<file path="src/rtl/div_unit.sv">
// -----------------------------------------------------------------------------
// div_unit : multi-cycle restoring integer divider (signed/unsigned) for EX
// Rev 1.0  : initial release
// -----------------------------------------------------------------------------
`default_nettype none

module div_unit #(
  parameter int WIDTH = 32
) (
  input  logic               clk,
  input  logic               rst,
  input  logic               signed_div_i,
  input  logic [WIDTH-1:0]   opdata1_i,
  input  logic [WIDTH-1:0]   opdata2_i,
  input  logic               start_i,
  input  logic               annul_i,
  output logic [2*WIDTH-1:0] result_o,
  output logic               ready_o
);

  localparam int CW = $clog2(WIDTH + 1);

  typedef enum logic [1:0] {
    S_FREE   = 2'd0,
    S_BYZERO = 2'd1,
    S_ON     = 2'd2,
    S_END    = 2'd3
  } state_t;

  state_t               state_q, state_d;
  logic [CW-1:0]        cnt_q, cnt_d;
  logic [2*WIDTH:0]     work_q, work_d;
  logic [WIDTH-1:0]     divisor_q, divisor_d;
  logic                 qneg_q, qneg_d;
  logic                 rneg_q, rneg_d;
  logic [2*WIDTH-1:0]   result_q, result_d;
  logic                 ready_q, ready_d;

  logic [WIDTH-1:0]     op1_abs, op2_abs;
  logic [WIDTH:0]       diff;
  logic [WIDTH-1:0]     quo, rem;

  assign op1_abs = (signed_div_i && opdata1_i[WIDTH-1]) ? -opdata1_i : opdata1_i;
  assign op2_abs = (signed_div_i && opdata2_i[WIDTH-1]) ? -opdata2_i : opdata2_i;
  assign diff    = work_q[2*WIDTH:WIDTH] - {1'b0, divisor_q};
  // After WIDTH steps the quotient sits in the low half; the remainder was
  // shifted once past the padding bit that started at bit 0.
  assign quo     = work_q[WIDTH-1:0];
  assign rem     = work_q[2*WIDTH:WIDTH+1];

  always_comb begin
    state_d   = state_q;
    cnt_d     = cnt_q;
    work_d    = work_q;
    divisor_d = divisor_q;
    qneg_d    = qneg_q;
    rneg_d    = rneg_q;
    result_d  = result_q;
    ready_d   = ready_q;
    case (state_q)
      S_FREE: begin
        if (start_i && !annul_i) begin
          divisor_d = op2_abs;
          work_d    = {{WIDTH{1'b0}}, op1_abs, 1'b0};
          qneg_d    = signed_div_i & (opdata1_i[WIDTH-1] ^ opdata2_i[WIDTH-1]);
          rneg_d    = signed_div_i & opdata1_i[WIDTH-1];
          cnt_d     = '0;
          state_d   = (opdata2_i == '0) ? S_BYZERO : S_ON;
        end
      end
      S_BYZERO: begin
        state_d  = S_END;
        result_d = '0;
        ready_d  = 1'b1;
      end
      S_ON: begin
        if (annul_i) begin
          state_d  = S_FREE;
          cnt_d    = '0;
          result_d = '0;
          ready_d  = 1'b0;
        end else if (cnt_q == CW'(WIDTH)) begin
          result_d = {(rneg_q ? -rem : rem), (qneg_q ? -quo : quo)};
          ready_d  = 1'b1;
          state_d  = S_END;
        end else begin
          if (diff[WIDTH]) begin
            work_d = {work_q[2*WIDTH-1:0], 1'b0};
          end else begin
            work_d = {diff[WIDTH-1:0], work_q[WIDTH-1:0], 1'b1};
          end
          cnt_d = cnt_q + CW'(1);
        end
      end
      S_END: begin
        if (annul_i || !start_i) begin
          state_d  = S_FREE;
          result_d = '0;
          ready_d  = 1'b0;
        end
      end
      default: state_d = S_FREE;
    endcase
  end

  always_ff @(posedge clk or posedge rst) begin
    if (rst) begin
      state_q   <= S_FREE;
      cnt_q     <= '0;
      work_q    <= '0;
      divisor_q <= '0;
      qneg_q    <= 1'b0;
      rneg_q    <= 1'b0;
      result_q  <= '0;
      ready_q   <= 1'b0;
    end else begin
      state_q   <= state_d;
      cnt_q     <= cnt_d;
      work_q    <= work_d;
      divisor_q <= divisor_d;
      qneg_q    <= qneg_d;
      rneg_q    <= rneg_d;
      result_q  <= result_d;
      ready_q   <= ready_d;
    end
  end

  assign result_o = result_q;
  assign ready_o  = ready_q;

endmodule

`default_nettype wire

</file>
<file path="config.mk">
export PLATFORM = sky130hd
export DESIGN_NAME = div_unit
export DESIGN_NICKNAME = d
export VERILOG_FILES = /design/src/rtl/div_unit.sv
export SDC_FILE = /design/constraint.sdc
export NUM_CORES = 1
export LEC_CHECK = 0
export BUFFER_PORTS_ARGS = -buffer_cell sky130_fd_sc_hd__buf_2
export CORE_MARGIN = 4
export CORE_UTILIZATION = 55
export CTS_BUF_LIST = sky130_fd_sc_hd__clkbuf_4
export CTS_CLUSTER_DIAMETER = 50
export CTS_CLUSTER_SIZE = 28
export DETAILED_ROUTE_END_ITERATION = 10
export GPL_TIMING_DRIVEN = 1
export PLACE_DENSITY_LB_ADDON = 0.12
export SETUP_SLACK_MARGIN = 0.4
export SLEW_MARGIN = 5
export SYNTH_ARGS = -nofsm -noshare
export SYNTH_HDL_FRONTEND = slang
export SYNTH_SLANG_ARGS = --single-unit
</file>
<file path="constraint.sdc">
create_clock -name clk -period 11.4 [get_ports clk]
set_input_delay 2.85 -clock clk [delete_from_list [all_inputs] [get_ports clk]]
set_output_delay 2.85 -clock clk [all_outputs]
set_load 0.05 [all_outputs]
</file>
==> impl_metrics.toml <==
[die]
io_pins = 134
die_area_sq_um = 22880
fp.dieH_microns = 151.2
coreArea_sq_um = 20230
fp-row-count = 52
initial_utilization_pct = 55.78
die_w_microns = 151.2

[place]
post-place-ws_ns = 5.871
placed_cell_area_sq_um = 12100
gp_congestion = 0.9122
place_inst = 1690
hpwlAfterDp_microns = 20700
port_buffers = 133

[finish]
nets = 1547
mostFrequentLayoutCells = "207 x nand2_1, 176 x o21ai_0, 172 x dfrtp_1, 133 x buf_2, 92 x xor2_1"
synthToLayoutAreaGrowth_pct = 9.911
layout_commonest_cell = "nand2_1"
post-route-util_pct = 61.30
final_area_sq_um = 12400
drive_gt1_share_pct = 14.05
fin_cells = 1724

[route]
first_iter_violations = 647
drc = 0
drt_wl_total_microns = 27680
dr_total_vias = 9682
ant_nets = 0
wire_per_inst_microns = 16.05
viasPerCell = 5.616
dr.pass1.iters = 5

[worst_setup_path]
cp-end-kind = "flip-flop"
reg2regPathDepth = 12
crit_type = "in2reg"
r2r-end = "work_q[42]"
worstPathArrival_ns = 5.39
reg2reg_from = "work_q[33]"
cp_cell_sequence = "buf_2 > or4_1 > nor3_1 > nand4_1 > or2_2 > or3_1 > o31ai_1 > xor2_1 > a21oi_1"
path_max_fanout = 4
slowest_stage = "or4_1"
regToRegSetupSlack_ns = 7.37
start_kind = "input port"
cp.required_ns = 11.87
critPathMaxStageDelay_ns = 0.57

[power]
leakagePower_nw = 5.642
pwr-share-comb_pct = 50.6
p_int_mw = 1.381
switchingPower_mw = 1.123
seq_power_share_pct = 34.6
power.density_nw_per_um2 = 201.9
clock_power_share_pct = 14.8
p_total_mw = 2.504
swShare_pct = 44.85
ir_drop_v = 0.0001058

[synth]
yosysUniqueCellTypes = 75
ys.flop_type = "dfrtp_1"
synth_seq_area_share_pct = 38.14
avgSynthCellArea_sq_um = 8.354
ys_async_sr_fraction_pct = 100.0
syn_area_sq_um = 11290
synth_edf_count = 0
synth_nets = 1459
syn_inst = 1351
ys_ff_latch = 172
yosys_warnings = 0

[clock_tree]
cts_resized = 0
cts_sinks = 172
numCtsBuffers = 17
ctsHoldBuffers = 0
clk_transition_reported_paths_ns = 0.16
cts_root_buf = "clkbuf_4"
cts_setup_buffers = 0
clk_latency_ns = 0.59
cts_buffer_depth = 2
cts_tree = "built"
cts_max_level = 4

[timing]
finalHoldViolCount = 0
period_share_pct = 43.16
setup_viol = 0
hold_slack_ns = 0.4915
fin_worst_skew_ns = 0.02903
timing.slew.headroom_pct = 25.08
max_slew.worst_pin.slew_ns = 1.114
period_needed_ns = 4.920
finalWorstSetupSlack_ns = 6.480
rsz0062_at_grt = "false"
tns_ns = 0
clock.fmax_ghz = 0.2033
slew_viol_final = 0

[grt]
grt_pass1_vias = 8796
grt_pass1_wl_microns = 45460
grt_remaining_overflow = 0
antenna_found_initial = 1
grt_max_degree = 111
grt_usage_pct = 24.92

[min_path]
min_path_cells = 2
holdPathEnd = "result_o[49]"
holdCritStartpoint = "result_o[49]"
min_path_type = "reg2reg"

[job]
max_cap_viol_count = 0

[status]
outcome = "complete, no violations"
-- worst max-delay path, delay by kind of cell --
kind | cells | cell delay (ns)
compound gates | 2 | 0.34
xor+xnor | 1 | 0.18
buf+inv | 1 | 0.12
simple gates | 5 | 1.91
-- cell usage after synthesis, types with 12 or more instances --
| cell | number | share of area [%] |
|---|---|---|
| or3_1 | 15 | 0.83 |
| nor3_1 | 18 | 0.80 |
| nand2b_1 | 14 | 0.78 |
| xnor2_1 | 57 | 4.4 |
| a31oi_1 | 12 | 0.67 |
| o21ai_0 | 176 | 7.8 |
| mux2i_1 | 25 | 2.2 |
| o31ai_1 | 25 | 1.7 |
| ha_1 | 38 | 4.2 |
| clkbuf_1 | 65 | 2.2 |
| inv_1 | 50 | 1.7 |
| xor2_1 | 92 | 7.1 |
| o41ai_1 | 12 | 0.93 |
| o21ai_1 | 33 | 1.5 |
| nand3_1 | 29 | 1.3 |
| a21oi_1 | 87 | 3.9 |
| a21o_1 | 13 | 0.86 |
| nand2_1 | 209 | 7.0 |
| dfrtp_1 | 172 | 38 |
| nor2_1 | 75 | 2.5 |
-- cells by family (layout without fill, tap and decap cells) --
logic type	Yosys count	after routing	share of synthesized area [%]
AND/OR/NAND/NOR	434	434	18.14
other	0	2	0
flip-flops	172	172	38.14
AO/OA/AOI/OAI	406	406	20.90
buffers and inverters	123	224	4.213
adder cells (fa/ha/maj)	39	39	4.390
XOR/XNOR	150	150	11.81
multiplexers	27	27	2.417
-- power by group through the flow --
stage	Sequential, mW	Clock (mW)	Combinational (mW)
final	0.867	0.370	1.27
after detailed placement	0.876	0	1.26
after floorplan	0.811	0	1.04
after global placement	0.870	0	1.24
after global routing	0.885	0.407	1.42
after CTS	0.863	0.383	1.26
-- layer usage --
metal | wire, microns | vias up | track usage [%]
met2 | 11250 | 259 | 34.72
met3 | 1673 | 29 | 3.740
li1 | - | 4920 | -
met1 | 14310 | 4474 | 40.09
met4 | 447 | 0 | 6.437
met5 | 0 | - | 0
-- worst max path at each step --
stage                  startpoint    endpoint  slack (ns)  cells after the start
floorplan                     rst    cnt_q[0]        3.89                      1
global placement    opdata1_i[11]  work_q[30]        5.93                      9
detailed placement  opdata1_i[11]  work_q[30]        5.87                      9
CTS                 opdata1_i[11]  work_q[30]        6.54                      9
global route        opdata1_i[11]  work_q[30]        6.31                      9
finish              opdata1_i[11]  work_q[30]        6.48                      9
-- layout make-up --
cell class | instances | area (sq um)
fillers | 1848 | 7830
clock inverters | 15 | 172.7
multi-input cells | 1056 | 6531
diodes | 2 | 5.005
inverters | 50 | 192.7
well taps | 270 | 337.8
clock buffers | 17 | 127.6
repair buffers | 142 | 733.2
flip-flops and latches | 172 | 4304
-- state kept, by name, summed over array words and instances (netlist names) --
name and count:
qneg_q 1, result_o 64, state_q 2, ready_o 1
divisor_q 32, rneg_q 1, work_q 65, cnt_q 6
No activity file was read; power rests on OpenSTA's default activity.
